==> src/rtl/uart_cfg_sequencer_if.sv <==
// Configuration bus between the sequencer and the uDMA UART cfg port.
// The master issues requests; the slave accepts them and returns read data.
interface uart_cfg_sequencer_if;
  logic [4:0]  cfg_addr_o;
  logic [31:0] cfg_data_o;
  logic        cfg_valid_o;
  logic        cfg_rwn_o;
  logic        cfg_ready_i;
  logic [31:0] cfg_data_i;

  modport master (
    output cfg_addr_o,
    output cfg_data_o,
    output cfg_valid_o,
    output cfg_rwn_o,
    input  cfg_ready_i,
    input  cfg_data_i
  );

  modport slave (
    input  cfg_addr_o,
    input  cfg_data_o,
    input  cfg_valid_o,
    input  cfg_rwn_o,
    output cfg_ready_i,
    output cfg_data_i
  );
endinterface

==> src/rtl/uart_cfg_sequencer.sv <==
// Polls the uDMA UART STATUS register until idle, then writes SETUP and the
// enabled RX/TX channel registers over the cfg bus, one request at a time.
module uart_cfg_sequencer #(
  parameter int L2_AWIDTH_NOAL = 19,
  parameter int TRANS_SIZE     = 20,
  parameter int POLL_MAX       = 1024
) (
  input  logic                      sys_clk_i,
  input  logic                      rstn_i,
  input  logic                      start_i,
  input  logic                      abort_i,
  input  logic [15:0]               clkdiv_i,
  input  logic                      parity_en_i,
  input  logic [1:0]                bits_i,
  input  logic                      stop2_i,
  input  logic                      rx_ena_i,
  input  logic                      tx_ena_i,
  input  logic [L2_AWIDTH_NOAL-1:0] rx_saddr_i,
  input  logic [L2_AWIDTH_NOAL-1:0] tx_saddr_i,
  input  logic [TRANS_SIZE-1:0]     rx_size_i,
  input  logic [TRANS_SIZE-1:0]     tx_size_i,
  input  logic                      rx_cont_i,
  input  logic                      tx_cont_i,
  uart_cfg_sequencer_if.master      cfg,
  output logic                      busy_o,
  output logic                      done_o,
  output logic                      err_o
);

  localparam int CNT_W = $clog2(POLL_MAX + 1);

  localparam logic [4:0] ADDR_RX_SADDR = 5'd0;
  localparam logic [4:0] ADDR_RX_SIZE  = 5'd1;
  localparam logic [4:0] ADDR_RX_CFG   = 5'd2;
  localparam logic [4:0] ADDR_TX_SADDR = 5'd4;
  localparam logic [4:0] ADDR_TX_SIZE  = 5'd5;
  localparam logic [4:0] ADDR_TX_CFG   = 5'd6;
  localparam logic [4:0] ADDR_STATUS   = 5'd8;
  localparam logic [4:0] ADDR_SETUP    = 5'd9;

  typedef enum logic [3:0] {
    IDLE,
    POLL,
    SETUP,
    RX_SADDR,
    RX_SIZE,
    RX_CFG,
    TX_SADDR,
    TX_SIZE,
    TX_CFG,
    FIN
  } state_e;

  state_e state_q, state_d;
  state_e afterAccept;

  logic [15:0]               clkdiv_q;
  logic                      parityEn_q;
  logic [1:0]                bits_q;
  logic                      stop2_q;
  logic                      rxEna_q;
  logic                      txEna_q;
  logic [L2_AWIDTH_NOAL-1:0] rxSaddr_q;
  logic [L2_AWIDTH_NOAL-1:0] txSaddr_q;
  logic [TRANS_SIZE-1:0]     rxSize_q;
  logic [TRANS_SIZE-1:0]     txSize_q;
  logic                      rxCont_q;
  logic                      txCont_q;

  logic        valid_q, valid_d;
  logic        rwn_q, rwn_d;
  logic [4:0]  addr_q, addr_d;
  logic [31:0] data_q, data_d;
  logic        busy_q, busy_d;
  logic        done_q, done_d;
  logic        err_q, err_d;
  logic        abortPend_q, abortPend_d;
  logic [CNT_W-1:0] pollCnt_q, pollCnt_d;

  logic        startAcc;
  logic        busState;
  logic        accept;
  logic        abortReq;
  logic        statusIdle;
  logic        pollLast;
  logic        timeout;
  logic        issue;
  logic [4:0]  reqAddr;
  logic [31:0] reqData;
  logic [31:0] setupWord;
  logic        unusedStatusBits;

  assign startAcc   = (state_q == IDLE) && start_i;
  assign busState   = (state_q != IDLE) && (state_q != FIN);
  assign accept     = valid_q && cfg.cfg_ready_i;
  assign abortReq   = abort_i || abortPend_q;
  assign statusIdle = (cfg.cfg_data_i[1:0] == 2'b00);
  assign pollLast   = (pollCnt_q == CNT_W'(POLL_MAX - 1));
  assign timeout    = (state_q == POLL) && accept && !statusIdle && pollLast;
  // A new request goes out only from a gap cycle and never once an abort is seen.
  assign issue      = busState && !valid_q && !abortReq;
  assign setupWord  = {clkdiv_q, 6'b0, rxEna_q, txEna_q, 4'b0, stop2_q, bits_q, parityEn_q};
  assign unusedStatusBits = ^cfg.cfg_data_i[31:2];

  // Snapshot of the requested configuration, taken only when a start is accepted.
  always_ff @(posedge sys_clk_i or negedge rstn_i) begin
    if (!rstn_i) begin
      clkdiv_q   <= '0;
      parityEn_q <= 1'b0;
      bits_q     <= '0;
      stop2_q    <= 1'b0;
      rxEna_q    <= 1'b0;
      txEna_q    <= 1'b0;
      rxSaddr_q  <= '0;
      txSaddr_q  <= '0;
      rxSize_q   <= '0;
      txSize_q   <= '0;
      rxCont_q   <= 1'b0;
      txCont_q   <= 1'b0;
    end else if (startAcc) begin
      clkdiv_q   <= clkdiv_i;
      parityEn_q <= parity_en_i;
      bits_q     <= bits_i;
      stop2_q    <= stop2_i;
      rxEna_q    <= rx_ena_i;
      txEna_q    <= tx_ena_i;
      rxSaddr_q  <= rx_saddr_i;
      txSaddr_q  <= tx_saddr_i;
      rxSize_q   <= rx_size_i;
      txSize_q   <= tx_size_i;
      rxCont_q   <= rx_cont_i;
      txCont_q   <= tx_cont_i;
    end
  end

  always_ff @(posedge sys_clk_i or negedge rstn_i) begin
    if (!rstn_i) begin
      state_q <= IDLE;
    end else begin
      state_q <= state_d;
    end
  end

  // Successor of each bus state once its transaction has been accepted.
  always_comb begin
    afterAccept = FIN;
    case (state_q)
      POLL: begin
        if (statusIdle) begin
          afterAccept = SETUP;
        end else if (pollLast) begin
          afterAccept = FIN;
        end else begin
          afterAccept = POLL;
        end
      end
      SETUP:    afterAccept = rxEna_q ? RX_SADDR : (txEna_q ? TX_SADDR : FIN);
      RX_SADDR: afterAccept = RX_SIZE;
      RX_SIZE:  afterAccept = RX_CFG;
      RX_CFG:   afterAccept = txEna_q ? TX_SADDR : FIN;
      TX_SADDR: afterAccept = TX_SIZE;
      TX_SIZE:  afterAccept = TX_CFG;
      default:  afterAccept = FIN;
    endcase
  end

  always_comb begin
    state_d = state_q;
    case (state_q)
      IDLE: begin
        if (start_i) begin
          state_d = POLL;
        end
      end
      FIN: state_d = IDLE;
      default: begin
        if (accept) begin
          state_d = abortReq ? FIN : afterAccept;
        end else if (!valid_q && abortReq) begin
          state_d = FIN;
        end
      end
    endcase
  end

  always_comb begin
    reqAddr = 5'd0;
    reqData = 32'd0;
    case (state_q)
      POLL:     reqAddr = ADDR_STATUS;
      SETUP: begin
        reqAddr = ADDR_SETUP;
        reqData = setupWord;
      end
      RX_SADDR: begin
        reqAddr = ADDR_RX_SADDR;
        reqData = 32'(rxSaddr_q);
      end
      RX_SIZE: begin
        reqAddr = ADDR_RX_SIZE;
        reqData = 32'(rxSize_q);
      end
      RX_CFG: begin
        reqAddr = ADDR_RX_CFG;
        reqData = {27'd0, 1'b1, 3'd0, rxCont_q};
      end
      TX_SADDR: begin
        reqAddr = ADDR_TX_SADDR;
        reqData = 32'(txSaddr_q);
      end
      TX_SIZE: begin
        reqAddr = ADDR_TX_SIZE;
        reqData = 32'(txSize_q);
      end
      TX_CFG: begin
        reqAddr = ADDR_TX_CFG;
        reqData = {27'd0, 1'b1, 3'd0, txCont_q};
      end
      default: begin
        reqAddr = 5'd0;
        reqData = 32'd0;
      end
    endcase
  end

  // Bus fields only change when a request is launched, so they hold through stalls.
  always_comb begin
    valid_d     = valid_q;
    addr_d      = addr_q;
    data_d      = data_q;
    rwn_d       = rwn_q;
    err_d       = err_q;
    pollCnt_d   = pollCnt_q;
    abortPend_d = busState ? (abortPend_q || abort_i) : 1'b0;
    busy_d      = (state_d != IDLE);
    done_d      = (state_d == FIN);

    if (issue) begin
      valid_d = 1'b1;
      addr_d  = reqAddr;
      data_d  = reqData;
      rwn_d   = (state_q == POLL);
    end else if (accept) begin
      valid_d = 1'b0;
    end

    if (startAcc) begin
      err_d     = 1'b0;
      pollCnt_d = '0;
    end else begin
      if (timeout && !abortReq) begin
        err_d = 1'b1;
      end
      if ((state_q == POLL) && accept && (pollCnt_q != CNT_W'(POLL_MAX))) begin
        pollCnt_d = pollCnt_q + CNT_W'(1);
      end
    end
  end

  always_ff @(posedge sys_clk_i or negedge rstn_i) begin
    if (!rstn_i) begin
      valid_q     <= 1'b0;
      rwn_q       <= 1'b1;
      addr_q      <= '0;
      data_q      <= '0;
      busy_q      <= 1'b0;
      done_q      <= 1'b0;
      err_q       <= 1'b0;
      abortPend_q <= 1'b0;
      pollCnt_q   <= '0;
    end else begin
      valid_q     <= valid_d;
      rwn_q       <= rwn_d;
      addr_q      <= addr_d;
      data_q      <= data_d;
      busy_q      <= busy_d;
      done_q      <= done_d;
      err_q       <= err_d;
      abortPend_q <= abortPend_d;
      pollCnt_q   <= pollCnt_d;
    end
  end

  assign cfg.cfg_valid_o = valid_q;
  assign cfg.cfg_rwn_o   = rwn_q;
  assign cfg.cfg_addr_o  = addr_q;
  assign cfg.cfg_data_o  = data_q;
  assign busy_o          = busy_q;
  assign done_o          = done_q;
  assign err_o           = err_q;

endmodule
==> src/flat_wrapper.sv <==
// flat-port wrapper written by rule: the top's interface ports become plain ports
module uart_cfg_sequencer_flat 
#(
  parameter int L2_AWIDTH_NOAL = 19,
  parameter int TRANS_SIZE     = 20,
  parameter int POLL_MAX       = 1024
)
  (sys_clk_i, rstn_i, start_i, abort_i, clkdiv_i, parity_en_i, bits_i, stop2_i, rx_ena_i, tx_ena_i, rx_saddr_i, tx_saddr_i, rx_size_i, tx_size_i, rx_cont_i, tx_cont_i, busy_o, done_o, err_o, cfg_cfg_addr_o, cfg_cfg_data_o, cfg_cfg_valid_o, cfg_cfg_rwn_o, cfg_cfg_ready_i, cfg_cfg_data_i);
  uart_cfg_sequencer_if cfg_i ();
  input  logic sys_clk_i;
  input  logic rstn_i;
  input  logic start_i;
  input  logic abort_i;
  input  logic [15:0] clkdiv_i;
  input  logic parity_en_i;
  input  logic [1:0] bits_i;
  input  logic stop2_i;
  input  logic rx_ena_i;
  input  logic tx_ena_i;
  input  logic [L2_AWIDTH_NOAL-1:0] rx_saddr_i;
  input  logic [L2_AWIDTH_NOAL-1:0] tx_saddr_i;
  input  logic [TRANS_SIZE-1:0] rx_size_i;
  input  logic [TRANS_SIZE-1:0] tx_size_i;
  input  logic rx_cont_i;
  input  logic tx_cont_i;
  output logic busy_o;
  output logic done_o;
  output logic err_o;
  output wire logic [$bits(cfg_i.cfg_addr_o)-1:0] cfg_cfg_addr_o;
  output wire logic [$bits(cfg_i.cfg_data_o)-1:0] cfg_cfg_data_o;
  output wire logic [$bits(cfg_i.cfg_valid_o)-1:0] cfg_cfg_valid_o;
  output wire logic [$bits(cfg_i.cfg_rwn_o)-1:0] cfg_cfg_rwn_o;
  input wire logic [$bits(cfg_i.cfg_ready_i)-1:0] cfg_cfg_ready_i;
  input wire logic [$bits(cfg_i.cfg_data_i)-1:0] cfg_cfg_data_i;
  assign cfg_cfg_addr_o = cfg_i.cfg_addr_o;
  assign cfg_cfg_data_o = cfg_i.cfg_data_o;
  assign cfg_cfg_valid_o = cfg_i.cfg_valid_o;
  assign cfg_cfg_rwn_o = cfg_i.cfg_rwn_o;
  assign cfg_i.cfg_ready_i = cfg_cfg_ready_i;
  assign cfg_i.cfg_data_i = cfg_cfg_data_i;
  uart_cfg_sequencer #(.L2_AWIDTH_NOAL(L2_AWIDTH_NOAL), .TRANS_SIZE(TRANS_SIZE), .POLL_MAX(POLL_MAX)) u_core (.sys_clk_i(sys_clk_i), .rstn_i(rstn_i), .start_i(start_i), .abort_i(abort_i), .clkdiv_i(clkdiv_i), .parity_en_i(parity_en_i), .bits_i(bits_i), .stop2_i(stop2_i), .rx_ena_i(rx_ena_i), .tx_ena_i(tx_ena_i), .rx_saddr_i(rx_saddr_i), .tx_saddr_i(tx_saddr_i), .rx_size_i(rx_size_i), .tx_size_i(tx_size_i), .rx_cont_i(rx_cont_i), .tx_cont_i(tx_cont_i), .cfg(cfg_i), .busy_o(busy_o), .done_o(done_o), .err_o(err_o));
endmodule
==> config.mk <==
export PLATFORM = sky130hd
export DESIGN_NAME = uart_cfg_sequencer_flat
export DESIGN_NICKNAME = d
export VERILOG_FILES = /design/src/rtl/uart_cfg_sequencer_if.sv /design/src/rtl/uart_cfg_sequencer.sv /design/src/flat_wrapper.sv
export SDC_FILE = /design/constraint.sdc
export NUM_CORES = 1
export LEC_CHECK = 0
export CORE_MARGIN = 1
export CORE_UTILIZATION = 45
export CTS_CLUSTER_DIAMETER = 200
export DETAILED_ROUTE_END_ITERATION = 16
export PLACE_DENSITY = 0.75
export REMOVE_ABC_BUFFERS = 1
export SKIP_LAST_GASP = 1
export SYNTH_ARGS = -nofsm -noshare
export SYNTH_HDL_FRONTEND = slang
export SYNTH_SLANG_ARGS = --single-unit
==> constraint.sdc <==
create_clock -name sys_clk_i -period 6.2 [get_ports sys_clk_i]
set_clock_uncertainty 0.05 [all_clocks]
set_input_delay 1.86 -clock sys_clk_i [delete_from_list [all_inputs] [get_ports sys_clk_i]]
set_output_delay 1.86 -clock sys_clk_i [all_outputs]
set_load 0.03 [all_outputs]
==> Yosys cells after proc, flatten, opt, wreduce, memory -nomap -nowiden <==
Index checks and enable logic that the tools add are counted.
{ "word_totals": {"ff_bits": 160} }
{ "op_classes": {"add_sub_neg": 1, "n_eq_ne": 13, "n_mux": 19, "reduce_logical": 22} }
{ "op_table": {"columns": ["op", "count"], "rows": [
  ["32-bit one-hot mux with 7 select lines", 1],
  ["4-bit one-hot mux with 7 select lines", 2],
  ["4-bit two-way mux", 8],
  ["11-bit two-way mux", 2],
  ["4-bit by 3-bit == test with 1-bit output, second input constant", 4],
  ["4-bit == test, second input constant", 3],
  ["11-bit by 1-bit adder with 11-bit output, second input constant", 1],
  ["11-bit by 10-bit == test with 1-bit output, second input constant", 1],
  ["1-bit logical AND", 11],
  ["11-bit != test, second input constant", 1],
  ["4-bit by 2-bit == test with 1-bit output, second input constant", 2],
  ["4-bit one-hot mux with 2 select lines", 1],
  ["4-bit nonzero test", 2],
  ["2-bit nonzero test", 3],
  ["1-bit two-way mux", 5],
  ["4-bit by 1-bit == test with 1-bit output, second input constant", 1],
  ["4-bit logical NOT", 1],
  ["4-bit != test, second input constant", 1],
  ["1-bit logical NOT", 3],
  ["2-bit logical NOT", 1],
  ["1-bit logical OR", 1]
]} }

==> Depth between registers and ports, before layout <==
Gate-level depths: netlist of run 1.
{ "logic_depth": {"ltp_word": 8, "depth_mapped": 8, "mapped_depth_nobuf": 7} }

==> Worst setup path before layout of run 1 <==
Ideal clock, no wire load.
{ "synth_path": {"kind": "input to register", "from": "input port abort_i", "to": "register u_core.busy_q, in the netlist u_core.busy_o", "setup_time_ns": 0.144, "arrival_time_ns": 2.974, "path_slack_ns": 3.032, "stages": 5, "path_buffers": 0, "cell_sequence": "nor2_1 nor4b_1 nand3_1 o21ai_0 nand4_1"} }
{ "synth_via": {"elab_chain_cells": 6, "word_cells_on_any_way": 7, "cone_classes": "mux: 4; reduce/logical: 3"} }
{ "synth_rtl": {"columns": ["element", "line_no", "source"], "rows": [
  ["start, declared", "flat_wrapper.sv:13", "input logic abort_i;"],
  ["1-bit logical OR *", "uart_cfg_sequencer.sv:96", "assign abortReq = abort_i || abortPend_q;"],
  ["1-bit logical AND", "uart_cfg_sequencer.sv:179", "end else if (!valid_q && abortReq) begin"],
  ["4-bit two-way mux", "uart_cfg_sequencer.sv:179", null],
  ["4-bit two-way mux *", "uart_cfg_sequencer.sv:177", "if (accept) begin"],
  ["4-bit one-hot mux with 2 select lines *", "uart_cfg_sequencer.sv:169", "case (state_q)"],
  ["4-bit nonzero test *", "uart_cfg_sequencer.sv:235", "busy_d = (state_d != IDLE);"],
  ["named net u_core.busy_d", "uart_cfg_sequencer.sv:74", "logic busy_q, busy_d;"],
  ["end signal, assigned", "uart_cfg_sequencer.sv:276", "busy_q <= busy_d;"],
  ["end, declared", "uart_cfg_sequencer.sv:74", null]
]} }
The timed path passes the listed nets; every way through them passes the cells marked *.
A chain may end at the register's enable or synchronous reset.

==> Worst setup path in the final report of run 1 <==
{ "layout_path": {"from": "input port abort_i", "to": "register u_core.data_q[31], in the netlist u_core.cfg.cfg_data_o[31]"} }
{ "layout_via": {"elab_chain_cells": 3} }
{ "layout_rtl": {"columns": ["element", "line_no", "source"], "rows": [
  ["1-bit logical OR", "uart_cfg_sequencer.sv:96", null],
  ["1-bit logical NOT", "uart_cfg_sequencer.sv:101", "assign issue = busState && !valid_q && !abortReq;"],
  ["1-bit logical AND", "uart_cfg_sequencer.sv:101", null],
  ["end signal, assigned", "uart_cfg_sequencer.sv:275", "data_q <= data_d;"],
  ["end, declared", "uart_cfg_sequencer.sv:73", "logic [31:0] data_q, data_d;"]
]} }
No other way between the ends.

==> results of run 1 <==
==> power breakdown <==
part	internal [mW]	switching [mW]	total [mW]
Clock	0.696	0.419	1.12
Sequential	1.43	0.248	1.68
Combinational	0.577	0.503	1.08
Total	2.70	1.17	3.87
==> cell usage in the layout, fill, tap and decap left out, types with 3 or more instances in the layout <==
cell	instances
a22o_1	3
nor3_1	5
xor2_1	10
bufinv_16	4
a222oi_1	10
nand2_1	69
clkbuf_16	17
clkdlybuf4s50_1	148
o21ai_0	53
and3_1	5
nor2b_1	4
dfrtp_1	157
nor2_1	30
mux2_2	102
a21oi_1	12
inv_1	10
mux2i_1	18
buf_4	8
a221oi_1	9
nand3_1	3
and2_1	6
nand4_1	8
clkinvlp_4	3
==> per-layer routing <==
metal / track usage / wire length [µm] / vias to the layer above
li1: - / - / 2376
met1: 0.269 / 7200 / 2590
met2: 0.381 / 8440 / 178
met3: 0.0822 / 1350 / 16
met4: 0.0735 / 202 / 0
met5: 0 / 0 / -
==> flip-flops by register name, indices dropped and copies added (netlist names), 2 cells and up <==
name and flops:
u_core.cfg.cfg_data_o 32, u_core.rxSize_q 20, u_core.txSize_q 20, u_core.rxSaddr_q 19, u_core.txSaddr_q 19, u_core.clkdiv_q 16, u_core.pollCnt_q 11, u_core.cfg.cfg_addr_o 4
u_core.state_q 4, u_core.bits_q 2
==> worst min-delay path by stage <==
stage	startpoint	endpoint	slack (ps)	depth (start not counted)
floorplan	u_core.rxSaddr_q[4]	u_core.rxSaddr_q[4]	420	1
global placement	u_core.cfg.cfg_data_o[15]	u_core.cfg.cfg_data_o[15]	410	2
detailed placement	u_core.cfg.cfg_data_o[26]	u_core.cfg.cfg_data_o[26]	420	2
CTS	u_core.cfg.cfg_data_o[26]	u_core.cfg.cfg_data_o[26]	440	2
global route	u_core.cfg.cfg_data_o[15]	u_core.cfg.cfg_data_o[15]	460	2
finish	u_core.cfg.cfg_data_o[15]	u_core.cfg.cfg_data_o[15]	430	2
==> stage by stage <==
stage	total power [mW]	instance area [µm²]	cells
4_1_cts	3.90	9260	929
6_report	3.87	9260	929
3_3_place_gp	2.70	8620	898
5_1_grt	4.09	9260	929
3_5_place_dp	2.78	8620	898
2_1_floorplan	2.40	6820	553
==> synth_stat cells, drive strengths merged <==
| cell | n | area, µm² |
|---|---|---|
| a221o | 1 | 10.0 |
| nor3 | 5 | 25.0 |
| a41oi | 1 | 8.76 |
| o21ai | 55 | 275 |
| or4b | 1 | 13.8 |
| o211ai | 1 | 7.51 |
| nand3 | 3 | 15.0 |
| and2 | 6 | 37.5 |
| dfrtp | 158 | 3950 |
| nand3b | 2 | 15.0 |
| and3 | 6 | 37.5 |
| nor4 | 2 | 12.5 |
| a21oi | 12 | 60.1 |
| a2bb2oi | 2 | 17.5 |
| a32o | 2 | 20.0 |
| a22oi | 1 | 7.51 |
| nor4b | 3 | 26.3 |
| ha | 2 | 25.0 |
| inv | 10 | 37.5 |
| or3 | 2 | 12.5 |
| nand2 | 69 | 259 |
| buf | 22 | 121 |
| a211oi | 1 | 7.51 |
| xnor2 | 1 | 8.76 |
| clkbuf | 20 | 75.1 |
| nand2b | 3 | 18.8 |
| a221oi | 9 | 78.8 |
| nor3b | 1 | 7.51 |
| a222oi | 10 | 100 |
| o311ai | 1 | 8.76 |
| mux2 | 102 | 1150 |
| dfstp | 1 | 26.3 |
| nor2b | 4 | 25.0 |
| nor2 | 32 | 125 |
| xor2 | 10 | 87.6 |
| conb | 1 | 3.75 |
| and3b | 2 | 17.5 |
| a211o | 1 | 8.76 |
| a311oi | 1 | 15.0 |
| mux2i | 18 | 180 |
| a22o | 3 | 26.3 |
| nand4 | 8 | 50.1 |
==> cell type report <==
cell class	count	area share
multi-input cells	384	0.304
inverters	10	0.00405
repair buffers	157	0.168
well taps	188	0.0254
clock inverters	12	0.0197
flip-flops and latches	159	0.430
clock buffers	19	0.0489
==> worst max-delay path, cell delays in order <==
cell             delay (ps)
clkdlybuf4s50_1         440
nor3_1                  600
nand2b_2                780
nand2_1                 290
o21ai_0                 110
==> cell families (layout without fill, tap and decap cells) <==
family	Yosys count	count (layout)	synth area share
AOI/OAI and AO/OA	101	101	0.0929
other	1	1	0.000534
buffers and inverters	52	198	0.0333
xor gates and xnor gates	11	11	0.0137
and+or+nand+nor	149	149	0.0995
adders and majority gates	2	2	0.00357
muxes	120	120	0.189
DFF	159	159	0.567
==> out/results.ini, run 1 <==
[drt]
drt_drc_violations_left=0
drtIter0Drc=303
wl_mm=17.2
vias=5160
drtPass1Iterations=5
avgRoutedWirePerCell_um=18.5
antenna_left=0
vias_per_cell=5.55

[finish]
utilization=0.609
num_antenna_cells=0
nets=870
drive_gt1_frac=0.204
areaGrowthSynthToFinish_pct=31.9
multi_input_area_um2=2820
n_fill_cell=1222
regArea_um2=3980

[placed_design]
port_buffers=149
post-place-ws_ps=1890
gp_congestion=0.807
dp_hpwl_mm=11.6

[power]
power_density_nw_per_um2=418
ir_drop_v=0.000253
p_leak_nw=3.76

[clock_tree]
ctsResizeCount=0
cts_made_buffers=17
clk_pin_slew_ps=60
cts_root_buffer=clkbuf_16
h-tree-depth=4
post_cts_buffers=0
cts_buffer_depth=2
holdBufCountCts=0
cts.sinks=159
clkLatencyLatePin_ps=430
cts_tree=done

[timing]
final.setup.tns_ps=0
setup_ws_ps=2320
hold_viol_final=0
final.period_utilization=0.626
setup_viol=0
tightest_slew_ps=1270
fmax_mhz=258
rsz0062_at_grt=no
drv_slew=0
timing.hold.ws_ps=433
relSlewSlack=0.151
min_period_ps=3880

[synthesis]
syn_inst=595
syn-mean-instance-area_um2=11.8
synth_cell_types=47
mappedNetlistArea_um2=7020
synth_warnings=0
ys_seq_area_frac=0.567
ys_seq_elements=159

[critical_path]
reg2reg_to=u_core.busy_o
r2r_start=u_core.state_q[1]
rr_worst_depth=6
worst_ep_required_time_ps=6410
cp.arrival_ps=4090
crit_start=abort_i
reg2reg_setup_slack_ps=2910
crit_type=in2reg
setup.worst_path.end=u_core.cfg.cfg_data_o[31]
worstSetupEndpointType=flip-flop
startpoint_type=input pin
cp_max_fo=50

[floorplanning]
die_area_um2=16100
placement_rows=45
io_pins=181
core_area_um2=15200
die_y_um=127
start_util=0.462
die_w_um=127

[global_routing]
grt_util_all_layers=0.226
grt_overflow=0
antenna_found_initial=0
grt_pass1_vias=5528
grt_max_degree=88
grt_first_pass_wirelength_mm=28.0

[status]
outcome=complete, no violations

[job]
drv_cap=0

[worst_hold_path]
hold_path.class=reg2reg

Note: power is estimated with default switching activity, not from simulation.
==> run 2: changes to the inputs <==
--- a/config.mk
+++ b/config.mk
@@ -6,10 +6,10 @@
 export NUM_CORES = 1
 export LEC_CHECK = 0
 export CORE_MARGIN = 1
-export CORE_UTILIZATION = 45
+export CORE_UTILIZATION = 44
 export CTS_CLUSTER_DIAMETER = 200
 export DETAILED_ROUTE_END_ITERATION = 16
-export PLACE_DENSITY = 0.75
+export PLACE_DENSITY = 0.76
 export REMOVE_ABC_BUFFERS = 1
 export SKIP_LAST_GASP = 1
 export SYNTH_ARGS = -nofsm -noshare
==> constraint.sdc (replaced) <==
create_clock -name sys_clk_i -period 3.15 [get_ports sys_clk_i]
set_clock_uncertainty 0.05 [all_clocks]
set_input_delay 0.945 -clock sys_clk_i [delete_from_list [all_inputs] [get_ports sys_clk_i]]
set_output_delay 0.945 -clock sys_clk_i [all_outputs]
set_load 0.03 [all_outputs]
==> run 2 against run 1 <==
Core utilization fell by 0.051 points. Register-to-register slack got worse by 2200 ps. Total power rose by 95%. Sequential power rose by 96%. Wire length fell by 1.6%. Hold slack got worse by 4.5 ps. Sequential share of layout area fell by 0.44 points. Setup slack got worse by 1800 ps. Non-clock buffer count rose by 9. Cell count rose by 3.6%.
==> out/results.ini, run 2 (same netlist as run 1, synthesis figures left out) <==
[status]
outcome=complete, no violations  ; unchanged

[critical_path]
crit_buf_inv=1  ; unchanged
critPathMaxStageDelay_ps=670  ; was 780 ps
crit_path_top_delay_cell=clkdlybuf4s50_1  ; was nand2b_2
cp_max_fo=2  ; was 50
crit_path_cell_trace=clkdlybuf4s50_1  ; was clkdlybuf4s50_1 -> nor3_1 -> nand2b_2 -> nand2_1 -> o21ai_0
startpoint_type=flip-flop  ; was input pin
crit_type=reg2out  ; was in2reg
reg2reg_to=u_core.pollCnt_q[7]  ; was u_core.busy_o
r2r_start=u_core.state_q[1]  ; unchanged
cp_num_cells=1  ; was 5
worstSetupEndpointType=output pin  ; was flip-flop
cp.arrival_ps=1620  ; was 4090 ps
crit_start=u_core.cfg.cfg_rwn_o  ; was abort_i
reg2reg_setup_slack_ps=720  ; was 2910 ps
crit_family=buffers and inverters  ; was simple AND/OR/NAND/NOR gates
rr_worst_depth=6  ; unchanged
worst_ep_required_time_ps=2150  ; was 6410 ps

[power]
pwr-share-seq=0.434  ; was 0.433
p_sw_mw=2.27  ; was 1.17 mW
power_density_nw_per_um2=809  ; was 418 nW/µm²
ir_drop_v=0.000383  ; was 0.000253 V
power_frac_comb=0.285  ; was 0.279
pwr-share-clk=0.281  ; was 0.288
p_leak_nw=3.81  ; was 3.76 nW
power_mw=7.57  ; was 3.87 mW
switching_share=0.300  ; was 0.302
intPower_mw=5.30  ; was 2.70 mW

[clock_tree]
cts_root_buffer=clkbuf_16  ; unchanged
clk_pin_slew_ps=60  ; about the same
h-tree-depth=4  ; unchanged
cts_tree=done  ; unchanged
cts_made_buffers=17  ; unchanged
clkLatencyLatePin_ps=430  ; about the same
holdBufCountCts=0  ; unchanged
ctsResizeCount=0  ; unchanged
cts.sinks=159  ; unchanged
post_cts_buffers=0  ; unchanged
cts_buffer_depth=2  ; unchanged

[floorplanning]
core_area_um2=15400  ; was 15,200 µm²
io_pins=181  ; unchanged
die_y_um=128  ; was 127 µm
placement_rows=45  ; unchanged
die_area_um2=16500  ; was 16,100 µm²
die_w_um=128  ; was 127 µm
start_util=0.457  ; was 0.462

[job]
drv_cap=0  ; unchanged

[placed_design]
dp_hpwl_mm=11.5  ; was 11.6 mm
dp_cells=930  ; was 898
port_buffers=149  ; unchanged
placedInstanceArea_um2=8750  ; was 8620 µm²
gp_congestion=0.858  ; was 0.807

[finish]
nets=879  ; was 870
drive_gt1_frac=0.210  ; was 0.204
layout_commonest_cell=dfrtp_1  ; unchanged
final_cells=962  ; was 929
areaGrowthSynthToFinish_pct=33.3  ; was 31.9%
utilization=0.609  ; about the same
largest_register_ffs=32  ; unchanged
layout_common_cells=dfrtp_1 (157), clkdlybuf4s50_1 (148), mux2_2 (102)  ; unchanged
num_antenna_cells=0  ; unchanged
fin_area_um2=9360  ; was 9260 µm²

[global_routing]
grt_max_degree=75  ; was 88
antenna_found_initial=0  ; unchanged
grt_util_all_layers=0.220  ; was 0.226
grt_first_pass_wirelength_mm=27.4  ; was 28.0 mm
grt_overflow=0  ; unchanged
grt_pass1_vias=5397  ; was 5,528

[timing]
fmax_mhz=383
drv_slew=0  ; unchanged
min_period_ps=2610
final.period_utilization=0.829
setup_viol=0  ; unchanged
tightest_slew_ps=860  ; was 1270 ps
rsz0062_at_grt=no  ; unchanged
relSlewSlack=0.427  ; was 0.151
hold_viol_final=0  ; unchanged

[worst_hold_path]
hold_path.class=in2async  ; was reg2reg

[drt]
antenna_left=0  ; unchanged
vias_per_cell=5.34  ; was 5.55
vias=5139  ; was 5,160
wl_mm=16.9  ; was 17.2 mm
drtIter0Drc=240  ; was 303
avgRoutedWirePerCell_um=17.6  ; was 18.5 µm
drt_drc_violations_left=0  ; unchanged
drtPass1Iterations=5  ; unchanged

-- run 2: through the flow --
stage               TNS [ps]  setup slack [ps]  hold WS, ps
finish                     0               539          428
CTS                        0               512          433
global route               0               476          442
global placement           0               437          412
floorplan            -148660             -1570          423
detailed placement         0               413          422
-- run 2: area by class of cell --
cell class                      instances  area, µm²
Fill cell                            1204       6020
Sequential cell                       159       3980
Multi-Input combinational cell        384       2820
Timing Repair Buffer                  166       1650
Clock buffer                           21        440
Tap cell                              211        264
Clock inverter                         11        165
Inverter                               10       37.5
-- run 2: routing by layer --
layer  up-vias  share of wire  global-route usage  routed length [µm]
li1       2407              -                   -                   -
met1      2533           0.42               0.264                7080
met2       176           0.48               0.362                8180
met3        23          0.083              0.0851                1400
met4         0          0.015              0.0761                 259
met5         -              0                   0                   0
-- run 2: worst register-to-register path, stage by stage, from the launching register on --
cell and delay [ps]:
dfrtp_2 630, or4b_4 680, a311oi_2 380, buf_4 230, nand4_1 130, xor2_1 150
nor2_1 50
-- run 2: power by group through the flow --
stage / clock network [mW] / registers, mW / logic (mW)
after floorplan: 0 / 3.30 / 1.42
after global placement: 0 / 3.26 / 2.08
after detailed placement: 0 / 3.32 / 2.17
after CTS: 2.17 / 3.28 / 2.17
after global routing: 2.26 / 3.38 / 2.35
final: 2.12 / 3.29 / 2.16
-- run 2: how the worst max path moves through the flow --
| stage | endpoint |
|---|---|
| floorplan | u_core.done_o |
| global placement | u_core.busy_o |
| detailed placement | u_core.busy_o |
| CTS | cfg_cfg_rwn_o |
| global route | u_core.cfg.cfg_data_o[14] |
| finish | cfg_cfg_rwn_o |
==> run 3: changes to the inputs <==
==> constraint.sdc (replaced) <==
create_clock -name sys_clk_i -period 2.1 [get_ports sys_clk_i]
set_clock_uncertainty 0.05 [all_clocks]
set_input_delay 0.63 -clock sys_clk_i [delete_from_list [all_inputs] [get_ports sys_clk_i]]
set_output_delay 0.63 -clock sys_clk_i [all_outputs]
set_load 0.03 [all_outputs]
==> run 3 against run 2 <==
Clock power grew 37%. Clock-buffer cell count grew 3. First-iteration DRC count shrank 15%. Design area grew 1.6%. Die area is the same. Sequential power grew 48%. Setup slack lost 470 ps. Wire length grew 0.61%. Critical endpoint unchanged.
==> out/results.ini, run 3 (same netlist as run 1, synthesis figures left out) <==
[floorplanning]
placement_rows=45  ; unchanged
core_area_um2=15400  ; unchanged
io_pins=181  ; unchanged
die_w_um=128  ; unchanged
die_area_um2=16500  ; unchanged
die_y_um=128  ; unchanged
start_util=0.457  ; unchanged

[timing]
setup_viol=0  ; unchanged
min_period_ps=2030
timing.hold.ws_ps=79.4  ; was 428 ps
fmax_mhz=493
final.period_utilization=0.966
final.setup.tns_ps=0  ; unchanged
drv_slew=0  ; unchanged
hold_viol_final=0  ; unchanged
rsz0062_at_grt=yes  ; was no

[drt]
antenna_left=0  ; unchanged
vias_per_cell=5.36  ; was 5.34
drtIter0Drc=205  ; was 240
wl_mm=17.0  ; was 16.9 mm
avgRoutedWirePerCell_um=17.4  ; was 17.6 µm
drtPass1Iterations=4  ; was 5
drt_drc_violations_left=0  ; unchanged
vias=5238  ; was 5,139

[clock_tree]
clkLatencyLatePin_ps=420  ; was 430 ps
cts.sinks=159  ; unchanged
cts_buffer_depth=2  ; unchanged
post_cts_buffers=0  ; unchanged
h-tree-depth=4  ; unchanged
cts_tree=done  ; unchanged
cts_root_buffer=clkbuf_16  ; unchanged
cts_made_buffers=17  ; unchanged
clk_pin_slew_ps=60  ; about the same

[finish]
areaGrowthSynthToFinish_pct=35.4  ; was 33.3%
num_antenna_cells=0  ; unchanged
multi_input_area_um2=2830  ; was 2820 µm²
fin_area_um2=9500  ; was 9360 µm²
layout_commonest_cell=dfrtp_1  ; unchanged
nets=897  ; was 879
layout_common_cells=dfrtp_1 (157), clkdlybuf4s50_1 (107), mux2_2 (102)  ; was dfrtp_1 (157), clkdlybuf4s50_1 (148), mux2_2 (102)
regArea_um2=3980  ; unchanged
drive_gt1_frac=0.233  ; was 0.210
largest_register_ffs=32  ; unchanged
n_fill_cell=1224  ; was 1,204
final_cells=978  ; was 962

[global_routing]
grt_first_pass_wirelength_mm=27.8  ; was 27.4 mm
grt_pass1_vias=5509  ; was 5,397
grt_overflow=0  ; unchanged
grt_util_all_layers=0.222  ; was 0.220
antenna_found_initial=0  ; unchanged
grt_max_degree=50  ; was 75

[critical_path]
reg2reg_setup_slack_ps=80  ; was 720 ps
crit_family=flip-flops  ; was buffers and inverters
crit_path_cell_trace=dlygate4sd2_1  ; was clkdlybuf4s50_1
cp.arrival_ps=1350  ; was 1620 ps
setup.worst_path.end=cfg_cfg_rwn_o  ; unchanged
critPathMaxStageDelay_ps=530  ; was 670 ps
r2r_start=u_core.state_q[1]  ; unchanged
rr_worst_depth=6  ; unchanged
crit_type=reg2out  ; unchanged
crit_path_top_delay_cell=dfstp_2  ; was clkdlybuf4s50_1
crit_start=u_core.cfg.cfg_rwn_o  ; unchanged
cp_max_fo=2  ; unchanged
startpoint_type=flip-flop  ; unchanged
worstSetupEndpointType=output pin  ; unchanged
crit_buf_inv=1  ; unchanged
worst_ep_required_time_ps=1420  ; was 2150 ps
reg2reg_to=u_core.pollCnt_q[6]  ; was u_core.pollCnt_q[7]
cp_num_cells=1  ; unchanged

[status]
outcome=complete, no violations  ; unchanged

[power]
power_mw=11.3  ; was 7.57 mW
ir_drop_v=0.000591  ; was 0.000383 V
power_density_nw_per_um2=1190  ; was 809 nW/µm²
p_leak_nw=4.09  ; was 3.81 nW

[placed_design]
dp_hpwl_mm=11.7  ; was 11.5 mm
port_buffers=149  ; unchanged
gp_congestion=0.878  ; was 0.858
dp_cells=948  ; was 930
placedInstanceArea_um2=8980  ; was 8750 µm²

[worst_hold_path]
hold_path.class=in2async  ; unchanged

[job]
drv_cap=0  ; unchanged

[run 3: worst min-delay path by stage]
stage / slack, ps / startpoint / cells after the start / endpoint
6_report: 80 / rstn_i / 1 / u_core.rxSize_q[11]
5_1_grt: 100 / rstn_i / 1 / u_core.rxSize_q[11]
4_1_cts: 90 / rstn_i / 1 / u_core.txSize_q[0]
3_5_place_dp: 420 / u_core.cfg.cfg_data_o[29] / 2 / u_core.cfg.cfg_data_o[29]
3_3_place_gp: 410 / u_core.cfg.cfg_data_o[29] / 2 / u_core.cfg.cfg_data_o[29]
2_1_floorplan: 280 / rstn_i / 0 / u_core.abortPend_q
[run 3: layout make-up]
cell class	instances	area share
clock buffer	24	0.0528
clock inverter	6	0.00606
inverter	10	0.00395
multi-input combinational	384	0.298
sequential	159	0.419
tap	211	0.0278
timing repair buffer	184	0.193
[run 3: per-layer routing]
layer,GRT usage,vias up,routed length [µm]
met5,0,-,0
met4,0.0927,0,371
met3,0.0772,27,1410
met2,0.361,174,8120
met1,0.270,2601,7120
li1,-,2436,-
[run 3: repair_timing]
action / CTS / global route
gates resized for setup: 43 / 2
hold buffers: 0 / 0
setup endpoints to repair: 56 / 7
[run 3: metrics by stage]
step | util | worst slack (ps)
2_1_floorplan | - | -2620
3_3_place_gp | 0.585 | -245
3_5_place_dp | 0.585 | -248
4_1_cts | 0.618 | 48.3
5_1_grt | 0.618 | -27.6
6_report | 0.618 | 70.7
[run 3: report_power, final]
group / switching [mW] / internal (mW)
clock network: 1.15 / 1.77
logic: 1.60 / 1.91
registers: 0.656 / 4.22
==> patch (settings of run 3) <==
Take the reset off `addr_q` and load it in a clocked block of its own.
--- a/src/rtl/uart_cfg_sequencer.sv
+++ b/src/rtl/uart_cfg_sequencer.sv
@@ -262,5 +262,4 @@
       valid_q     <= 1'b0;
       rwn_q       <= 1'b1;
-      addr_q      <= '0;
       data_q      <= '0;
       busy_q      <= 1'b0;
@@ -272,5 +271,4 @@
       valid_q     <= valid_d;
       rwn_q       <= rwn_d;
-      addr_q      <= addr_d;
       data_q      <= data_d;
       busy_q      <= busy_d;
@@ -280,4 +278,8 @@
       pollCnt_q   <= pollCnt_d;
     end
+  end
+
+  always_ff @(posedge sys_clk_i) begin
+    addr_q <= addr_d;
   end
 
Check against the original RTL: differs if rstn_i is asserted again (counterexample within 4 cycles, from zero or initial values and one cycle with rstn_i low); with rstn_i held inactive, the same outputs for 10 cycles.
==> patch against run 3 <==
Area after synthesis is 0.52% lower; final area is 2.0% higher; clock power is 21% higher; first-iteration DRC count is 56% higher; critical path depth stayed put; total power is 1.5% higher; setup slack worse by 0.00088 ns; sequential cell count stayed put; maximum frequency hardly changed; sequential power is 2% lower; routed wire length is 2.8% higher; critical endpoint unchanged; highest routed layer unchanged.
==> patch: results (changes against run 3) <==
* Power per cell area at 1180 mW/mm2 (-0.49%)
* Clk_lat worst skew at 0.42 ns (about the same)
* FILL cells at 1,320 (+7.8%)
* P_leak at 0.00479 uW (+17%)
* CP delay by family, top: flip-flops
* Worst hold path type: in2async
* Clock-pin slew of the registers on the worst-case setup and hold paths at 0.07 ns
* Max FFs per register at 32 (unchanged)
* Synth cell types at 56 (+19%)
* Detailed router's first-iteration violation count at 319 (+56%)
* Placed Area at 0.00902 mm2 (+0.43%)
* Async S/R FF share, synth at 0.975 (-0.0252)
* CTS Root Cell: clkbuf_16
* Peak supply drop at 630 uV (+6.6%)
* Vias in the first global route at 5,793 (+5.2%)
* Yosys warnings at 0 (unchanged)
* First-pass GRT wire length at 28.6 mm (+2.8%)
* Clock Path Buffers at 2 (unchanged)
* Initial antenna violation count at 0 (unchanged)
* Detailed-placement wirelength estimate at 12.0 mm (+2.2%)
* Number of antenna diodes at 0 (unchanged)
* IO Port Bufs at 149 (unchanged)
* Routed len/inst at 15.1 um (-13%)
* Via count at 5,882 (+12%)
* Total Routing Usage GR at 0.227 (+0.00435)
* Critical Path Fanout Max at 4 (+2)
* Commonest cells in the netlist: nand2_1, dfrtp_1, o21ai_0
* Initial DRT Pass Iterations at 5 (+1)
* Largest net degree at the start of global routing at 66 (+32%)
* Number of buffers created by CTS at 17 (unchanged)
* Htree depth at 4 (unchanged)
* GPL Wtd Cong at 0.863 (-1.7%)
* CP max stage cell: dfstp_2
* CP peak stage delay at 0.56 ns (+0.03 ns)
* Share of layout cells above drive strength 1 at 0.109 (-0.124)
* Worst slew margin at 0.665
* Final net count at 1,079 (+20%)
* Register area share after synthesis at 0.573 (+0.00581)
* Arrival time of the worst setup path at 1.35 ns (about the same)
* Top FF cell, synth: dfrtp_1
* Status: complete, no violations
* Synth area leaders: dfrtp_1, nand2_1, a22o_1, o21ai_0, edfxtp_1
* Number of flops mapped to enable cells by yosys at 4 (+4)
## patch: layer usage
layer	global-route usage	wire (um)	share of wire	vias to the layer above
met5	0	0	0	-
met4	0.0720	282	0.016	0
met3	0.0480	958	0.055	21
met2	0.371	8530	0.49	181
met1	0.302	7740	0.44	2799
li1	-	-	-	2881
## patch: worst paths after layout
| kind | end | startpoint | cells after the start | slack (ns) |
|---|---|---|---|---|
| max in group asynchronous | u_core.txSaddr_q[13]$_DFFE_PN0P_ | rstn_i | 2 | 1.33 |
| min | u_core.err_o$_DFFE_PN0P_ | rstn_i | 1 | 0.08 |
| min reg2reg | u_core.txSaddr_q[17]$_DFFE_PN0P_ | u_core.txSaddr_q[17]$_DFFE_PN0P_ | 2 | 0.42 |
| max | cfg_cfg_rwn_o | u_core.cfg.cfg_rwn_o$_DFFE_PN1P_ | 1 | 0.07 |
| min in group sys_clk_i | u_core.txSaddr_q[17]$_DFFE_PN0P_ | u_core.txSaddr_q[17]$_DFFE_PN0P_ | 2 | 0.42 |
| max reg2reg | u_core.busy_o$_DFF_PN0_ | u_core.state_q[0]$_DFF_PN0_ | 6 | 0.10 |
## patch: cells by family (layout without fill, tap and decap cells)
family,count (synthesis),after routing,synth area share
simple gates,436,436,0.264
flops,159,159,0.573
compound gates,105,105,0.106
buf+inv,56,237,0.0373
xor+xnor,9,9,0.0113
fa+ha+maj,2,2,0.00358
mux,2,2,0.00466
other cells,1,1,0.000537
## patch: layout make-up
cell class / instances / share of cell area
Inverter: 7 / 0.00271
Clock inverter: 15 / 0.0262
Timing Repair Buffer: 198 / 0.200
Multi-Input combinational cell: 555 / 0.287
Tap cell: 211 / 0.0272
Clock buffer: 17 / 0.0439
Sequential cell: 159 / 0.413
## patch: timing repair
item / CTS / global route
resized for setup: 45 / 7
setup endpoints to repair: 46 / 18
setup buffers: 1 / 0
hold buffers: 0 / 0
pin swaps: 2 / 0
hold endpoints to repair: 0 / 0
## patch: report_power, final
part / switching (uW) / internal (uW) / leakage, uW
clock network: 1270 / 2250 / 0.000329
logic: 1820 / 1350 / 0.00244
registers: 640 / 4140 / 0.00203
total: 3730 / 7740 / 0.00479
## patch: metrics by stage
step / instances / setup WS [ns] / power (uW)
after global routing: 1162 / -0.00502 / 12200
final: 1162 / 0.0699 / 11500
after global placement: 1129 / -0.403 / 7850
after CTS: 1162 / 0.00543 / 11500
after floorplan: 721 / -1.40 / 6550
after detailed placement: 1129 / -0.519 / 8000
